==> config.mk <==
export PLATFORM = sky130hd
export DESIGN_NAME = speck_round_ctrl
export DESIGN_NICKNAME = d
export VERILOG_FILES = /design/src/rtl/speck_round_ctrl_pkg.sv /design/src/rtl/speck_round_fn.sv /design/src/rtl/speck_round_ctrl.sv
export SDC_FILE = /design/constraint.sdc
export NUM_CORES = 1
export LEC_CHECK = 0
export BUFFER_PORTS_ARGS = -buffer_cell sky130_fd_sc_hd__buf_2
export CORE_ASPECT_RATIO = 1.4
export CORE_MARGIN = 2
export CORE_UTILIZATION = 35
export CTS_CLUSTER_DIAMETER = 100
export DETAILED_ROUTE_END_ITERATION = 10
export PLACE_DENSITY = 0.64
export SLEW_MARGIN = 10
export SYNTH_ARGS = -nofsm -noshare
export SYNTH_HDL_FRONTEND = slang
export SYNTH_SLANG_ARGS = --single-unit
==> constraint.sdc <==
create_clock -name clk -period 2.8 [get_ports clk]
set_input_delay 0.56 -clock clk [delete_from_list [all_inputs] [get_ports clk]]
set_output_delay 0.56 -clock clk [all_outputs]
set_load 0.01 [all_outputs]
==> src/rtl/speck_round_ctrl_pkg.sv <==
// Shared SPECK128/128 constants, sequencer state encoding and word rotates.
// key_schedule imports the same rotate helpers.
package speck_round_ctrl_pkg;

  localparam int unsigned BLOCK_SIZE = 64;
  localparam int unsigned KEY_SIZE   = 128;
  localparam int unsigned NR_ROUNDS  = 32;
  localparam int unsigned ALPHA      = 8;
  localparam int unsigned BETA       = 3;
  localparam int unsigned KS_TIMEOUT = 64;

  typedef enum logic [2:0] {
    S_IDLE,
    S_ROUND_X,
    S_ROUND_Y,
    S_KS_REQ,
    S_KS_WAIT,
    S_KS_DROP,
    S_FINISH
  } state_t;

  function automatic logic [BLOCK_SIZE-1:0] ror(input logic [BLOCK_SIZE-1:0] v,
                                                input int unsigned n);
    return (v >> n) | (v << (BLOCK_SIZE - n));
  endfunction

  function automatic logic [BLOCK_SIZE-1:0] rol(input logic [BLOCK_SIZE-1:0] v,
                                                input int unsigned n);
    return (v << n) | (v >> (BLOCK_SIZE - n));
  endfunction

endpackage

==> src/rtl/speck_round_fn.sv <==
// SPECK round datapath: x/y state registers, each half updated on its own strobe
// so y' can be formed from the already-registered x'.
module speck_round_fn
  import speck_round_ctrl_pkg::*;
(
  input  logic                  clk,
  input  logic                  rst_n,
  input  logic                  i_load,
  input  logic                  i_x_en,
  input  logic                  i_y_en,
  input  logic [BLOCK_SIZE-1:0] i_x_init,
  input  logic [BLOCK_SIZE-1:0] i_y_init,
  input  logic [BLOCK_SIZE-1:0] i_k,
  output logic [BLOCK_SIZE-1:0] o_x,
  output logic [BLOCK_SIZE-1:0] o_y
);

  logic [BLOCK_SIZE-1:0] r_x;
  logic [BLOCK_SIZE-1:0] r_y;
  logic [BLOCK_SIZE-1:0] w_x_next;
  logic [BLOCK_SIZE-1:0] w_y_next;

  always_comb begin
    w_x_next = (ror(r_x, ALPHA) + r_y) ^ i_k;
    w_y_next = rol(r_y, BETA) ^ r_x;
  end

  always_ff @(posedge clk or negedge rst_n) begin
    if (!rst_n) begin
      r_x <= '0;
      r_y <= '0;
    end else if (i_load) begin
      r_x <= i_x_init;
      r_y <= i_y_init;
    end else begin
      if (i_x_en) r_x <= w_x_next;
      if (i_y_en) r_y <= w_y_next;
    end
  end

  assign o_x = r_x;
  assign o_y = r_y;

endmodule

==> src/rtl/speck_round_ctrl.sv <==
// SPECK128/128 round sequencer: runs NR_ROUNDS rounds and fetches each next
// round key from key_schedule through a start/finished handshake with timeout.
module speck_round_ctrl
  import speck_round_ctrl_pkg::*;
(
  input  logic                  clk,
  input  logic                  rst_n,
  input  logic                  start,
  input  logic [KEY_SIZE-1:0]   plaintext,
  input  logic [KEY_SIZE-1:0]   key,
  output logic [KEY_SIZE-1:0]   ciphertext,
  output logic                  done,
  output logic                  busy,
  output logic                  error,
  output logic [KEY_SIZE-1:0]   ks_key,
  output logic [BLOCK_SIZE-1:0] ks_round_ctr,
  output logic                  ks_start,
  input  logic                  ks_finished,
  input  logic [KEY_SIZE-1:0]   ks_out_key
);

  state_t                r_state;
  state_t                w_state_next;
  logic [5:0]            r_round;
  logic [6:0]            r_to_cnt;
  logic [BLOCK_SIZE-1:0] r_l;
  logic [BLOCK_SIZE-1:0] r_k;
  logic [KEY_SIZE-1:0]   r_ct;
  logic [KEY_SIZE-1:0]   r_ks_key;
  logic [BLOCK_SIZE-1:0] r_ks_ctr;
  logic                  r_done;
  logic                  r_busy;
  logic                  r_error;
  logic [BLOCK_SIZE-1:0] w_x;
  logic [BLOCK_SIZE-1:0] w_y;
  logic                  w_accept;
  logic                  w_last;
  logic                  w_expire;
  logic                  w_x_en;
  logic                  w_y_en;
  logic                  w_ks_start;

  assign w_accept = (r_state == S_IDLE) && start && !r_busy;
  assign w_last   = (r_round == 6'(NR_ROUNDS - 1));
  // finished wins over an expiry landing in the same cycle
  assign w_expire = (r_state == S_KS_WAIT) && !ks_finished &&
                    (r_to_cnt == 7'(KS_TIMEOUT - 1));

  always_ff @(posedge clk or negedge rst_n) begin
    if (!rst_n) r_state <= S_IDLE;
    else        r_state <= w_state_next;
  end

  always_comb begin
    w_state_next = r_state;
    case (r_state)
      S_IDLE:    if (w_accept) w_state_next = S_ROUND_X;
      S_ROUND_X: w_state_next = S_ROUND_Y;
      S_ROUND_Y: w_state_next = w_last ? S_FINISH : S_KS_REQ;
      S_KS_REQ:  w_state_next = S_KS_WAIT;
      S_KS_WAIT: begin
        if (ks_finished)   w_state_next = S_KS_DROP;
        else if (w_expire) w_state_next = S_IDLE;
      end
      S_KS_DROP: w_state_next = S_ROUND_X;
      S_FINISH:  w_state_next = S_IDLE;
      default:   w_state_next = S_IDLE;
    endcase
  end

  // ks_start decodes straight from state so reset drops it asynchronously
  always_comb begin
    w_x_en     = (r_state == S_ROUND_X);
    w_y_en     = (r_state == S_ROUND_Y);
    w_ks_start = (r_state == S_KS_REQ) || (r_state == S_KS_WAIT);
  end

  always_ff @(posedge clk or negedge rst_n) begin
    if (!rst_n) begin
      r_round  <= '0;
      r_to_cnt <= '0;
      r_l      <= '0;
      r_k      <= '0;
      r_ct     <= '0;
      r_ks_key <= '0;
      r_ks_ctr <= '0;
      r_done   <= 1'b0;
      r_busy   <= 1'b0;
      r_error  <= 1'b0;
    end else begin
      if (w_ks_start) r_to_cnt <= r_to_cnt + 7'd1;
      else            r_to_cnt <= '0;
      case (r_state)
        S_IDLE: if (w_accept) begin
          r_l     <= key[KEY_SIZE-1:BLOCK_SIZE];
          r_k     <= key[BLOCK_SIZE-1:0];
          r_round <= '0;
          r_done  <= 1'b0;
          r_error <= 1'b0;
          r_busy  <= 1'b1;
        end
        S_ROUND_Y: if (!w_last) begin
          r_ks_key <= {r_l, r_k};
          r_ks_ctr <= BLOCK_SIZE'(r_round);
        end
        S_KS_WAIT: begin
          if (ks_finished) begin
            {r_l, r_k} <= ks_out_key;
            r_round    <= r_round + 6'd1;
          end else if (w_expire) begin
            r_error <= 1'b1;
            r_busy  <= 1'b0;
          end
        end
        S_FINISH: begin
          r_ct   <= {w_x, w_y};
          r_done <= 1'b1;
          r_busy <= 1'b0;
        end
        default: ;
      endcase
    end
  end

  speck_round_fn u_round_fn (
    .clk      (clk),
    .rst_n    (rst_n),
    .i_load   (w_accept),
    .i_x_en   (w_x_en),
    .i_y_en   (w_y_en),
    .i_x_init (plaintext[KEY_SIZE-1:BLOCK_SIZE]),
    .i_y_init (plaintext[BLOCK_SIZE-1:0]),
    .i_k      (r_k),
    .o_x      (w_x),
    .o_y      (w_y)
  );

  assign ciphertext   = r_ct;
  assign done         = r_done;
  assign busy         = r_busy;
  assign error        = r_error;
  assign ks_key       = r_ks_key;
  assign ks_round_ctr = r_ks_ctr;
  assign ks_start     = w_ks_start;

endmodule

# ---- Yosys cells after proc, flatten, opt, wreduce, memory -nomap -nowiden
# Cells that the tools add are included.
# W data, S select, Z words.
dict set report word_totals {
  output_inout_bits 324
  elab_cells 81
  register_bits 537
  in_bits 388
}
dict set report classes {
  reduce_logical 19
  n_bitwise 5
  eq_ne 13
  add_sub_neg 3
  mux 28
}
# operator n
set op_table {}
lappend op_table {{$mux W64} 8}
lappend op_table {{$pmux W64 S2} 2}
lappend op_table {{$xor A64 B64 Y64} 2}
lappend op_table {{$add A64 B64 Y64} 1}
lappend op_table {{$or A56 B64 Y64} 1}
lappend op_table {{$or A64 B3 Y64} 1}
lappend op_table {{$pmux W3 S6} 1}
lappend op_table {{$mux W3} 4}
lappend op_table {{$mux W6} 2}
lappend op_table {{$pmux W6 S2} 1}
lappend op_table {{$eq A3 B3 Y1 const B} 3}
lappend op_table {{$reduce_and A4 Y1} 2}
lappend op_table {{$reduce_bool A2 Y1} 4}
lappend op_table {{$add A7 B1 Y7 const B} 1}
lappend op_table {{$eq A7 B6 Y1 const B} 1}
lappend op_table {{$mux W7} 1}
lappend op_table {{$add A6 B1 Y6 const B} 1}
lappend op_table {{$eq A3 B2 Y1 const B} 2}
lappend op_table {{$eq A6 B5 Y1 const B} 1}
lappend op_table {{$mux W1} 6}
lappend op_table {{$ne A2 B2 Y1 const B} 3}
lappend op_table {{$reduce_and A2 Y1} 3}
lappend op_table {{$logic_and A1 B1 Y1} 4}
lappend op_table {{$pmux W1 S2} 2}
lappend op_table {{other kinds (10)} 11}

# ---- Longest topological paths before layout
# Gate-level depths: netlist of the first run.
dict set report logic_depth {
  word_depth 6
  mapped_depth 12
}

# ---- By module
# Synthesis of the first run repeated with hierarchy kept, for this count alone.
dict set report hier_totals {
  hier_cells 2470
  hier_area_um2 27860.5
}
# module area_per_inst_um2 cells_each instances
set by_module_without_submodules {}
lappend by_module_without_submodules {speck_round_ctrl 17357.9 1128 1}
lappend by_module_without_submodules {speck_round_fn 10502.6 1342 1}

# ---- Worst setup path before layout of the first run
# OpenSTA, ideal clock, no wires.
dict set report synth_path {
  path_kind {register -> register}
  startpoint {register u_round_fn.r_y[0] (netlist: u_round_fn.o_y[0])}
  endpoint {register u_round_fn.r_x[54] (netlist: u_round_fn.o_x[54])}
  t_arrival_ns 2.834
  setup_slack_ns -0.166
  n_path_buf 0
  synth_period_minus_slack_ns 2.966
  required_time_ns 2.668
  stages_incl_launch_ff 13
  setup_time_ns 0.132
  path_cell_list {dfrtp_1 -> ha_1 -> fa_1 -> a21oi_1 -> o221ai_1 -> a211oi_1 -> nand4bb_1 -> a21oi_1 -> o22a_2 -> a211oi_2 -> o21bai_1 -> xnor2_1 -> o21ai_0}
}
dict set report synth_between {
  elab_chain_cells 4
}
# element line_no
set synth_rtl {}
lappend synth_rtl {{start: declaration} speck_round_fn.sv:19} ;# logic [BLOCK_SIZE-1:0] r_y;
lappend synth_rtl {{start signal: assignment} speck_round_fn.sv:34} ;# r_y <= i_y_init;
lappend synth_rtl {{start signal: assignment} speck_round_fn.sv:37} ;# if (i_y_en) r_y <= w_y_next;
lappend synth_rtl {{$add A64 B64 Y64} speck_round_fn.sv:24} ;# w_x_next = (ror(r_x, ALPHA) + r_y) ^ i_k;
lappend synth_rtl {{$xor A64 B64 Y64} speck_round_fn.sv:24}
lappend synth_rtl {{$mux W64} speck_round_fn.sv:36} ;# if (i_x_en) r_x <= w_x_next;
lappend synth_rtl {{$mux W64} speck_round_fn.sv:32} ;# end else if (i_load) begin
lappend synth_rtl {{end signal: assignment} speck_round_fn.sv:33} ;# r_x <= i_x_init;
lappend synth_rtl {{end signal: assignment} speck_round_fn.sv:36}
lappend synth_rtl {{end: declaration} speck_round_fn.sv:18} ;# logic [BLOCK_SIZE-1:0] r_x;
# No other way between the ends. The select of a mux whose other input is x is not followed.
# A chain may end at the register's enable or synchronous reset.

# ---- Worst setup path after layout of the first run
dict set report layout_path {
  startpoint {register u_round_fn.r_y[0] (netlist: u_round_fn.o_y[0])}
  endpoint {register u_round_fn.r_x[56] (netlist: u_round_fn.o_x[56])}
}
# The elaborated chain is that of the path after synthesis.

==> results of run 1 <==
==> area by class of cell <==
cell class | instances | share of cell area
clock inverters | 19 | 0.00599
flip-flops and latches | 537 | 0.370
diodes | 21 | 0.00145
clock buffers | 76 | 0.0440
inverters | 21 | 0.00217
well taps | 1045 | 0.0360
multi-input cells | 1898 | 0.378
repair buffers | 965 | 0.163
==> sequential cells by signal, summed over array words and instances, names as in the netlist, 3 cells and up <==
name,cells
ciphertext,128
ks_key,128
ks_round_ctr,6
r_k,64
r_l,64
r_round,6
r_state,3
r_to_cnt,7
u_round_fn.o_x,64
u_round_fn.o_y,64
==> repair_timing <==
item | in CTS | in global routing
resized for setup | 70 | 69
cloned | 0 | 0
pin swaps | 36 | 56
endpoints found under the setup margin | 42 | 44
hold buffers | 1 | 0
setup buffers | 11 | 7
hold endpoints to repair | 36 | 0
==> metrics by stage <==
step	utilization	power, mW	cells	instance area (um^2)	setup WS [ns]
2_1_floorplan	-	29.4	2666	27600	0.0231
3_3_place_gp	0.433	40.4	4448	33600	-0.317
3_5_place_dp	0.433	40.7	4448	33600	-0.395
4_1_cts	0.463	49.6	4555	35900	-0.181
5_1_grt	0.468	53.6	4576	36300	-0.267
6_report	0.468	50.2	4582	36300	-0.112
==> layer usage <==
metal | GRT usage | wire length (um) | up-vias
met4 | 0.106 | 4480 | 2
met5 | 0 | 9 | -
met2 | 0.411 | 48300 | 750
met3 | 0.0477 | 6410 | 212
li1 | - | - | 10800
met1 | 0.261 | 35600 | 10800
==> path summary, 6_finish.rpt <==
check | from | end | slack [ns] | cells after the start
max in group asynchronous | rst_n | ks_key[64]$_DFFE_PN0P_ | 1.51 | 3
min in group asynchronous | rst_n | r_l[19]$_DFFE_PN0P_ | 0.46 | 2
worst max register to register | u_round_fn.o_y[0]$_DFFE_PN0P_ | u_round_fn.o_x[56]$_DFFE_PN0P_ | -0.11 | 14
worst min-delay path | plaintext[54] | u_round_fn.o_y[54]$_DFFE_PN0P_ | 0.13 | 3
worst max-delay path | u_round_fn.o_y[0]$_DFFE_PN0P_ | u_round_fn.o_x[56]$_DFFE_PN0P_ | -0.11 | 14
worst min register to register | r_l[35]$_DFFE_PN0P_ | r_l[35]$_DFFE_PN0P_ | 0.47 | 2
==> cell families (layout without fill, tap and decap cells) <==
family          Yosys count  in the layout
mux                     392            392
compound gates          628            628
fa+ha+maj                66             66
buf+inv                 231           1081
flops                   537            537
other cells               1             79
simple gates            562            562
xor+xnor                192            192
==> critical path, delay by kind of cell, from the launching register on <==
kind                       cells  cell delay [ns]
DFF                            1             0.38
AOI/OAI and AO/OA              8             1.44
xor gates and xnor gates       1             0.13
and+or+nand+nor                1             0.04
buffers and inverters          2             0.27
adders and majority gates      2             0.57
==> Yosys cell counts, types with 11 or more instances <==
| cell type | count | area share |
|---|---|---|
| o21ai_1 | 11 | 0.0020 |
| a22oi_1 | 14 | 0.0038 |
| nor2_1 | 141 | 0.019 |
| o21bai_1 | 21 | 0.0058 |
| mux2i_1 | 133 | 0.049 |
| and3_1 | 23 | 0.0053 |
| nand4_1 | 22 | 0.0050 |
| dfrtp_1 | 537 | 0.49 |
| xnor2_1 | 154 | 0.049 |
| buf_4 | 62 | 0.017 |
| a21o_1 | 46 | 0.013 |
| clkbuf_1 | 120 | 0.016 |
| nand2_1 | 299 | 0.041 |
| mux2_2 | 259 | 0.11 |
| ha_1 | 65 | 0.030 |
| nor3_1 | 12 | 0.0022 |
| inv_1 | 21 | 0.0029 |
| a21oi_1 | 184 | 0.034 |
| a31oi_1 | 11 | 0.0025 |
| nand3_1 | 21 | 0.0038 |
| xor2_1 | 38 | 0.012 |
| o21ai_0 | 287 | 0.052 |
==> power by group through the flow <==
| stage | logic, mW | registers (mW) | clock network, mW |
|---|---|---|---|
| 2_1_floorplan | 15.1 | 14.3 | 0 |
| 3_3_place_gp | 26.2 | 14.2 | 0 |
| 3_5_place_dp | 26.4 | 14.3 | 0 |
| 4_1_cts | 27.6 | 14.3 | 7.75 |
| 5_1_grt | 31.0 | 14.6 | 8.03 |
| 6_report | 28.4 | 14.3 | 7.57 |
==> metrics list, run 1 <==
* TritonCTS clock tree: done
* Number of flops mapped to enable cells by yosys: 0
* Failing checks: negative setup slack
* Register area share after synthesis: 0.491
- STA classifies the critical path startpoint as a register.
- Leaving out fill and tap cells, the most frequent cell in the layout is buf_2.
- The worst pin sits at a relative slew slack of 0.519.
- The cell sitting at the root of the clock tree is a clkbuf_16.
- Growth of design area from synthesis to finish: 32.7%
- The routed design has approximately 95000 um of wire.
- Synth Area in Adders: 0.0304
- Parity-gate share of the synthesized area counting xor and xnor cells: 0.0614
- Routed len/inst: 20.7 um
* Total core area: 0.0777 mm^2
* Yosys warning total: 0
- Wire length of the first global-routing pass: 139000 um
- Internal power comes to 29.5 mW.
* Max Fclk: 343 MHz
- The tool flagged a number of max-cap violations equal to 0.
* Required time at the endpoint of the critical path: between 3 and 4 ns
* Slowest stage cell, crit path: dfrtp_1
- Delay of the slowest cell on the worst path: around 0.38 ns
* Final weighted congestion in routability-driven placement: 0.897
- Maximum number of pins on one net before global-route repair: 132
* Cells after synthesis: approximately 2600
- Die Wd: 240 um
* Post-synthesis cell type count: between 70 and 80
- Number of max-slew violations in the final report: 0
- Global routing finished with a remaining overflow of 0.
- Clock slew seen by the registers of the worst setup and hold paths: 0.06 ns
- In the global route stage, overall resource usage came out at 0.230.
- Of the available clock period, the critical path in the final layout requires 1.04.
- Of the total synthesized cell area, the portion taken by AND, OR, NAND and NOR gates is 0.0881.
- In this run the worst hold path is classified as primary input to register.
- Measured against the total synthesized area, the mux share comes to 0.155.
- Initial Util: 0.353
* Vias post-DR: 22500
- Number of buffer cells added on primary ports: approximately 650
- Along the worst path, the maximum fanout reaches 4.
- The pre-antenna-repair detailed-routing pass consisted of 5 iterations.
- The worst path in the final design needs a cycle of between 2 and 3 ns, including I/O delays and setup.
- Count of endpoints failing setup in the final report: 17
- The multi-input combinational cells in the finished layout cover a total of approximately 0.014 mm^2.
- Sequential cell area in the final layout: approximately 0.013 mm^2
- The clock reaches the later pin of the worst-skew pair after 0.63 ns.
- The number of hold-slack violations in the final timing report came to 0.
- After synthesis the cells add up to 0.0274 mm^2.
- By area, the combinational part of the netlist is dominated by multiplexers.
- Dividing total power by cell area gives a power density of ~1400 mW/mm^2.
- The critical path is of the register to register type.
* HPWL reported at the end of detailed placement: 74100 um
* Layout cells sized above 1: 0.403
- At the worst endpoint, the arrival time is ~3.5 ns.
- In the layout the commonest cells are 652 x buf_2, 536 x dfrtp_1, 297 x nand2_1, 280 x buf_4, 263 x o21ai_0.
- STA classifies the critical path endpoint as a register.
* H-tree levels: 2
- Layout filler cell count: roughly 7300
- Summed over all cells, the static leakage comes to 17.4 nW.
- Row generation in the floorplan step produced about 120 rows.
- Outcome: complete, but fails checks
* Mean cell area of the mapped netlist: roughly 10 um^2
* Buffer levels on the longest clock path: 3
- The detailed router finished its first iteration with 1078 violations.
- Final hold analysis gives a worst-case slack of 0.133 ns.
* Combinational share of power: 0.565
- Net count reported at finish: 3932
* Power spent charging and discharging nets: 20.7 mW
- Initial antenna violation count: 32
- Traced cell by cell, the critical path runs through ha_2, fa_2, a21oi_4, o221ai_2, a211oi_2, buf_4, buf_4, nor2_4, a21oi_4, o21ai_4, a21o_4, a21bo_4, xnor2_2, o22ai_1.
- The floorplan step set the die height to 335 um.
- Via-per-instance ratio: approximately 5
- Vias in the first global route: between 20000 and 25000
- For the pin with the worst max-slew slack, the measured transition is 0.715 ns.
- Clock tree synthesis inserted a total of 55 buffers.
* Largest clock skew in the final design: 0.0177 ns
- Setup repair after global routing could not meet its margin everywhere.
- Counting flops with an async set or reset pin after synthesis yields a share of 1.00.
- The synthesized-area fraction occupied by ao, oa, aoi and oai cells is 0.132.
- Fraction of power spent switching nets: 0.412
- Worst Setup Slack, final: -0.112 ns
- #FFs+latches synth: 537
- After detailed routing, the number of remaining DRC violations is 0.
- Of the total power, the clock network draws 0.151.
- Post-route setup TNS: -0.876 ns
- The die covers 0.0805 mm^2.
- Remaining antenna violation count: 0
- 712 I/O pins were placed.
- Sequential share of power: 0.284
- IR analysis of the VDD net gives a maximum drop of roughly 0.60 mV.
* Most instantiated flip-flop cell in the synthesis netlist: dfrtp_1
* Sinks on Clock Net: between 500 and 600
Note: power is estimated with default switching activity, not from simulation.
==> run 2, diff against run 1 <==
- RECOVER_POWER: unset -> 25
==> run 2 against run 1 <==
Highest routed layer unchanged. Utilization decreased by 0.14 points. Worst setup slack improved by 0.0010 ns. Clock power hardly changed. Wire length grew 0.15%. First-iteration DRC count increased by 5.5%. Maximum frequency about the same. Flip-flop and latch count unchanged. The run still ends with negative setup slack left. Via count grew 0.38%.
==> metrics list, run 2 (synthesized netlist as in run 1, its figures left out) <==
* Outcome: complete, but fails checks
- Failing checks: negative setup slack
- The largest buffer count on any clock path was 3 (unchanged).
- Site Rows: 121 (unchanged)
- The horizontal extent of the die was 240 um (unchanged).
- CTS Root Buffer Type: clkbuf_16
- Critical path endpoint: u_round_fn.o_x[56]$_DFFE_PN0P_
* Final weighted congestion in routability-driven placement: 0.897 (unchanged)
- Leaving out fill and tap cells, the most frequent cell in the layout is buf_2.
* Vias in the first global route: 22800 (unchanged)
* Maximum VDD drop: 0.604 mV (about the same)
- Delay of the slowest cell on the worst path: 0.38 ns (about the same)
- TritonCTS clock tree: done
* Die H: 335 um (unchanged)
- Gr usage total: 0.230 (unchanged)
- The mean routed wirelength per cell was 20.7 um (+0.15%).
* Leakage power summed over all cells: 17.3 nW (-0.29%)
* Reg-to-reg slack, setup: -0.11 ns (about the same)
- CP arrival: 3.46 ns (about the same)
- The transition time of the tightest slew-check pin is 1.27 ns (+0.552 ns).
- The filler cell count came to 7357 (+0.27%).
- The power density over the cells is 1390 mW/mm^2 (+0.27%).
- The number of gates on the worst path with buffers counted came to 14 (unchanged).
- I/O pin cnt: 712 (unchanged)
- Cells along the critical path: ha_2, fa_2, a21oi_4, o221ai_2, a211oi_2, buf_4, buf_4, nor2_4, a21oi_4, o21ai_4, a21o_4, a21bo_4, xnor2_2, o22ai_1
- Path type of the worst setup path: register to register
- STA classifies the critical path startpoint as a register.
- Max transition margin: 0.155 (-0.364)
- The total grt overflow is 0 (unchanged).
* Total core area: 0.0777 mm^2 (unchanged)
- The starting density of the core came to 0.353 (unchanged).
- Crit path buffers/inverters: 2 (unchanged)
* Clock period minus final worst setup slack: 2.91 ns (-0.000998 ns)
- Number of buffer cells added on primary ports: 653 (unchanged)
- The overall routed net length came to 95000 um (+0.15%).
- Growth of design area from synthesis to finish: 32.3%
* Number of max-slew violations in the final report: 0 (unchanged)
- The total cell area at the placement stage is 0.0336 mm^2 (unchanged).
- The number of max-cap violations came to 0 (unchanged).
- The smallest setup slack after layout was -0.111 ns (+0.000998 ns).
* Layout cells sized above 1: 0.401 (-0.00142)
- The top cell types in the final layout, fill and taps aside, are 653 x buf_2, 536 x dfrtp_1, 297 x nand2_1, 268 x buf_4, 263 x o21ai_0.
- The number of sinks on the clock net is 537 (unchanged).
- HPWL reported at the end of detailed placement: 74100 um (unchanged)
- Maximum number of pins on one net before global-route repair: 132 (unchanged)
- The largest driver fanout on the critical path is 4 (unchanged).
* Setup crit start: u_round_fn.o_y[0]$_DFFE_PN0P_
- The per-cell via count in the routed design was 4.94 (+0.38%).
- The number of antenna violations at the first check in global routing is 32 (unchanged).
* Detailed-routing iteration count for the pre-antenna-repair pass: 5 (unchanged)
- The path class of the tightest hold or removal check is primary input to register.
* Post-layout util: 0.466 (-0.00145)
- Cell family with most CP delay: compound AO/OA/AOI/OAI gates
- The die outline area came to 0.0805 mm^2 (unchanged).
* Initial drt markers: 1137 (+5.5%)
* Slowest stage cell, crit path: dfrtp_1
- The number of hold-slack violations in the final timing report was 0 (unchanged).
- The depth of the worst register-to-register path was 14 (unchanged).
* H-tree levels: 2 (unchanged)
- DRC: 0 (unchanged)
- The portion of the clock cycle consumed by the worst path in the final layout was 1.04 (about the same).
- The vias after detailed routing was 22600 (+0.38%).
- The number of nets in the final layout is 3932 (unchanged).
- Remaining antenna violation count: 0 (unchanged)
- The startpoint identified for the worst register-to-register timing path is u_round_fn.o_y[0]$_DFFE_PN0P_.
- The count of final setup violators is 16 (-1).
* Clock buffers created by TritonCTS: 55 (unchanged)
- Required time at the endpoint of the critical path: 3.35 ns (about the same)
* Reg-to-reg critical path endpoint: u_round_fn.o_x[56]$_DFFE_PN0P_
- The worst setup path is captured at a register.
- The global-route wire length before repair is 139000 um (unchanged).
* Total non-filler cell area in the finished layout: 0.0362 mm^2 (-0.31%)
- Clock insertion delay at the later pin of the skew report: 0.63 ns (about the same)
* Clock slew seen by the registers of the worst setup and hold paths: 0.06 ns (about the same)
* Largest clock skew in the final design: 0.0160 ns (-0.00176 ns)
- Setup repair after global routing could not meet its margin everywhere.
- The highest clock frequency the design can meet was 344 MHz (about the same).
[run 2: worst min path at each step]
| stage | startpoint | to | slack (ns) | cells past startpoint |
|---|---|---|---|---|
| after floorplan | rst_n | busy$_DFFE_PN0P_ | 0.26 | 0 |
| after global placement | r_l[46]$_DFFE_PN0P_ | r_l[46]$_DFFE_PN0P_ | 0.45 | 2 |
| after detailed placement | done$_DFFE_PN0P_ | done$_DFFE_PN0P_ | 0.46 | 2 |
| after CTS | plaintext[54] | u_round_fn.o_y[54]$_DFFE_PN0P_ | 0.1 | 3 |
| after global routing | plaintext[54] | u_round_fn.o_y[54]$_DFFE_PN0P_ | 0.11 | 3 |
| final | plaintext[54] | u_round_fn.o_y[54]$_DFFE_PN0P_ | 0.14 | 3 |
[run 2: final cells by class]
class / count / area [um^2] / area share
Tap cell: 1045 / 1310 / 0.0361
Inverter: 21 / 78.8 / 0.00218
Timing Repair Buffer: 965 / 5800 / 0.160
Clock buffer: 76 / 1600 / 0.0441
Multi-Input combinational cell: 1898 / 13700 / 0.379
Sequential cell: 537 / 13400 / 0.371
Antenna cell: 21 / 52.6 / 0.00145
Clock inverter: 19 / 218 / 0.00601
[run 2: repair_timing]
item	CTS	global route
endpoints found under the setup margin	42	44
endpoints found under the hold margin	36	0
gates cloned	0	0
pin swaps	36	56
hold buffers	1	0
setup buffers	11	7
gates resized for setup	70	69
[run 2: worst min-delay path, delay by kind of cell]
family	cells	cell delay, ns
AOI/OAI and AO/OA	1	0.05
buffers and inverters	1	0.07
and+or+nand+nor	1	0.04
[run 2: where the power goes]
part	internal [mW]	total, mW	switching (mW)
clock network	4.34	7.56	3.23
registers	11.3	14.3	2.95
logic	13.9	28.4	14.5
total	29.5	50.2	20.7
[run 2: through the flow]
stage	hold WS (ns)	std cells	setup TNS [ns]	total power, mW	setup slack [ns]
global route	0.108	4576	-4.48	53.6	-0.267
CTS	0.0977	4555	-1.68	49.6	-0.181
floorplan	0.264	2666	0	29.4	0.0231
detailed placement	0.464	4448	-7.40	40.7	-0.395
global placement	0.455	4448	-5.47	40.4	-0.317
finish	0.136	4582	-0.844	50.2	-0.111
[run 2: layer usage]
layer | share of wire | GRT usage | wire length [um]
met5 | 0.000095 | 0 | 9
met4 | 0.048 | 0.106 | 4530
met3 | 0.066 | 0.0477 | 6300
met2 | 0.51 | 0.411 | 48300
met1 | 0.38 | 0.261 | 35800
==> run 3, diff against run 2 <==
- PLACE_DENSITY: 0.64 -> 0.62
- clock period: 2.8 -> 2.9 ns (I/O delays scaled with it)
==> run 3 against run 2 <==
Count of clock-buffer cells in the layout grew 4. Utilization shrank 0.71 points. Maximum frequency shrank 1.3%. Via count shrank 1.4%. Wire length shrank 0.91%. First-iteration DRC count shrank 9.9%. Non-clock buffer count shrank 72. Critical endpoint is now u_round_fn.o_x[54]$_DFFE_PN0P_. Clock power grew 2%. The flow still finishes with violations (negative setup slack). Global-route usage is essentially flat.
==> metrics list, run 3 (synthesized netlist as in run 1, its figures left out) <==
- The most critical setup path has its startpoint at u_round_fn.o_y[0]$_DFFE_PN0P_.
- The switching power came to 19.5 mW (-5.9%).
* Max_cap viols: 0 (unchanged)
- HPWL reported at the end of detailed placement: 72800 um (-1.6%)
* Sequential cell area in the final layout: 0.0134 mm^2 (about the same)
- The clock tree skew after final layout was 0.0253 ns (+0.00933 ns).
* Number of max-slew violations in the final report: 0 (unchanged)
- Layout filler cell count: 7435 (+1.1%)
- Initial drt markers: 1025 (-9.9%)
- Net count reported at finish: 3860 (-1.8%)
- TritonCTS clock tree: done
- The total grt overflow came to 0 (unchanged).
- Site Rows: 121 (unchanged)
- Max transition margin: 0.0534 (-0.102)
* Wire length of the first global-routing pass: 140000 um (+0.63%)
- Total core area: 0.0777 mm^2 (unchanged)
- The critical path data required time was 3.41 ns (+0.06 ns).
* Share of the clock period used by the worst path: 1.02 (-0.0226)
- The shortest period the worst path allows came to 2.95 ns (+0.0386 ns).
- Maximum VDD drop: 0.507 mV (-16%)
- Clock network fraction of total power: 0.163 (+0.012)
- CTS Root Buffer Type: clkbuf_16
* Vias in the first global route: 22600 (-0.59%)
- Outcome: complete, but fails checks
* DRC: 0 (unchanged)
* Die Wd: 240 um (unchanged)
- Endpoint type of the worst setup path: register
* H-tree levels: 2 (unchanged)
* Pre-CTS setup slack: -0.295 ns (+0.101 ns)
- Routed len/inst: 20.9 um (+0.78%)
- The maximum number of pins on one net before global-route repair came to 132 (unchanged).
* Leakage power summed over all cells: 17.0 nW (-2.0%)
- Die outline area: 0.0805 mm^2 (unchanged)
* Layout cells sized above 1: 0.387 (-0.0141)
* Combinational share of power: 0.544 (-0.021)
- Placed cell areas: 0.0332 mm^2 (-1.4%)
* Fraction of power spent switching nets: 0.413 (+0.00125)
- The number of antenna violations at the first check in global routing was 20 (-38%).
- Sequential share of power: 0.293 (+0.009)
* Count of endpoints failing setup in the final report: 2 (-14)
* Remaining antenna violation count: 0 (unchanged)
- The final reports fail on negative setup slack.
* Total non-filler cell area in the finished layout: 0.0357 mm^2 (-1.5%)
* Startpoint of the lowest-slack hold path: plaintext[36]
- The final hold slack is 0.150 ns (+0.0141 ns).
- The largest driver fanout on the critical path is 4 (unchanged).
- Clock insertion delay at the later pin of the skew report: 0.63 ns (about the same)
* Top library cells by usage in the layout, fill and taps aside: 654 x buf_2, 535 x dfrtp_1, 297 x nand2_1, 269 x o21ai_0, 259 x mux2_2
* Setup repair after global routing missed its margin: true
- Number of buffer cells added on primary ports: 653 (unchanged)
- Detailed-routing iteration count for the pre-antenna-repair pass: 5 (unchanged)
- The global placer's final weighted congestion was 0.924 (+3.0%).
- The sum of negative setup slack is -0.0618 ns (+0.783 ns).
- The clock input transition at the sequential cells of the worst setup and hold paths was 0.07 ns (about the same).
- Buffer levels on the longest clock path: 3 (unchanged)
- Initial Util: 0.353 (unchanged)
* Clock buffers created by TritonCTS: 55 (unchanged)
* Fin. Hold Viols: 0 (unchanged)
* Post-layout util: 0.459 (-0.00709)
- The number of sinks on the clock net was 537 (unchanged).
- The vias after detailed routing came to 22300 (-1.4%).
- The transition time of the tightest slew-check pin is 1.42 ns (+0.153 ns).
* Area of the multi-input gates: 0.0136 mm^2 (-1.1%)
* Gr usage total: 0.230 (-0.000294)
- Path type of the worst setup path: register to register
* Die H: 335 um (unchanged)
- Max Fclk: 339 MHz (-1.3%)
- Routed wire length: 94100 um (-0.91%)
* Worst Setup Slack, final: -0.0495 ns (+0.0614 ns)
- Growth of design area from synthesis to finish: 30.3%
- Via-per-instance ratio: 4.95 (+0.23%)
* Worst r2r src: u_round_fn.o_y[0]$_DFFE_PN0P_
- Most frequent standard cell in the layout excluding fill and tap cells: buf_2
- CP arrival: 3.46 ns (about the same)
- The number of primary I/O pins was 712 (unchanged).
- The power density over the cells is 1320 mW/mm^2 (-4.7%).
* Cell-internal power: 27.6 mW (-6.4%)
- Hold Path Class: primary input to register
- The worst setup path is launched from a register.
==> run 3: changes by cell type in the layout (fill, tap and decap cells not counted), sizes merged <==
cell,delta
bufinv,+1
inv,+1
clkinvlp,-2
diode,-11
clkbuf,+5
buf,-73
clkinv,+2
==> run 3: power by group through the flow <==
stage	combinational [mW]	clock, mW	sequential, mW
floorplan	14.6	0	13.8
global placement	24.2	0	13.8
finish	25.6	7.70	13.8
detailed placement	24.4	0	13.9
CTS	24.8	7.89	13.8
global route	28.0	8.15	14.2
==> run 3: metal layers <==
| layer | GRT usage | routed length, um |
|---|---|---|
| met1 | 0.270 | 37100 |
| met5 | 0 | 49 |
| met4 | 0.0763 | 3230 |
| met2 | 0.418 | 48400 |
| met3 | 0.0422 | 5270 |
==> run 3: worst max-delay path, cell delays in order (launching register included) <==
cell       delay [ns]
dfrtp_1          0.39
ha_2             0.20
fa_2             0.37
a21oi_4          0.19
o221ai_4         0.13
a211oi_2         0.22
buf_4            0.18
nand4bb_4        0.16
a21oi_4          0.08
o22a_4           0.22
a211oi_4         0.30
o21bai_1         0.14
xnor2_1          0.17
o21ai_1          0.08
==> run 3: final timing paths <==
check                                                  to  slack, ns  cells past startpoint
max                        u_round_fn.o_x[54]$_DFFE_PN0P_      -0.05                     13
min                        u_round_fn.o_y[36]$_DFFE_PN0P_       0.15                      3
max reg2reg                u_round_fn.o_x[54]$_DFFE_PN0P_      -0.05                     13
min reg2reg                           r_l[34]$_DFFE_PN0P_       0.47                      2
max in group asynchronous       ciphertext[7]$_DFFE_PN0P_       0.21                      4
min in group asynchronous             r_l[57]$_DFFE_PN0P_       0.82                      2
==> run 3: area by class of cell <==
cell class,count,share of cell area
tap,1045,0.0367
multi-input combinational,1898,0.381
inverter,21,0.00221
sequential,537,0.377
clock buffer,80,0.0475
clock inverter,21,0.00733
timing repair buffer,893,0.148
antenna,10,0.000701
==> run 3: metrics by stage <==
step,cells,total power [mW]
2_1_floorplan,2666,28.4
3_3_place_gp,4378,37.9
4_1_cts,4484,46.5
3_5_place_dp,4378,38.3
6_report,4505,47.1
5_1_grt,4502,50.4
==> run 3: what timing repair did <==
| item | 4_1_cts | 5_1_grt |
|---|---|---|
| hold endpoints to repair | 29 | 0 |
| setup endpoints to repair | 36 | 36 |
| setup buffers | 4 | 11 |
| hold buffers | 1 | 0 |
| resized for setup | 32 | 77 |
| pin swaps | 21 | 46 |
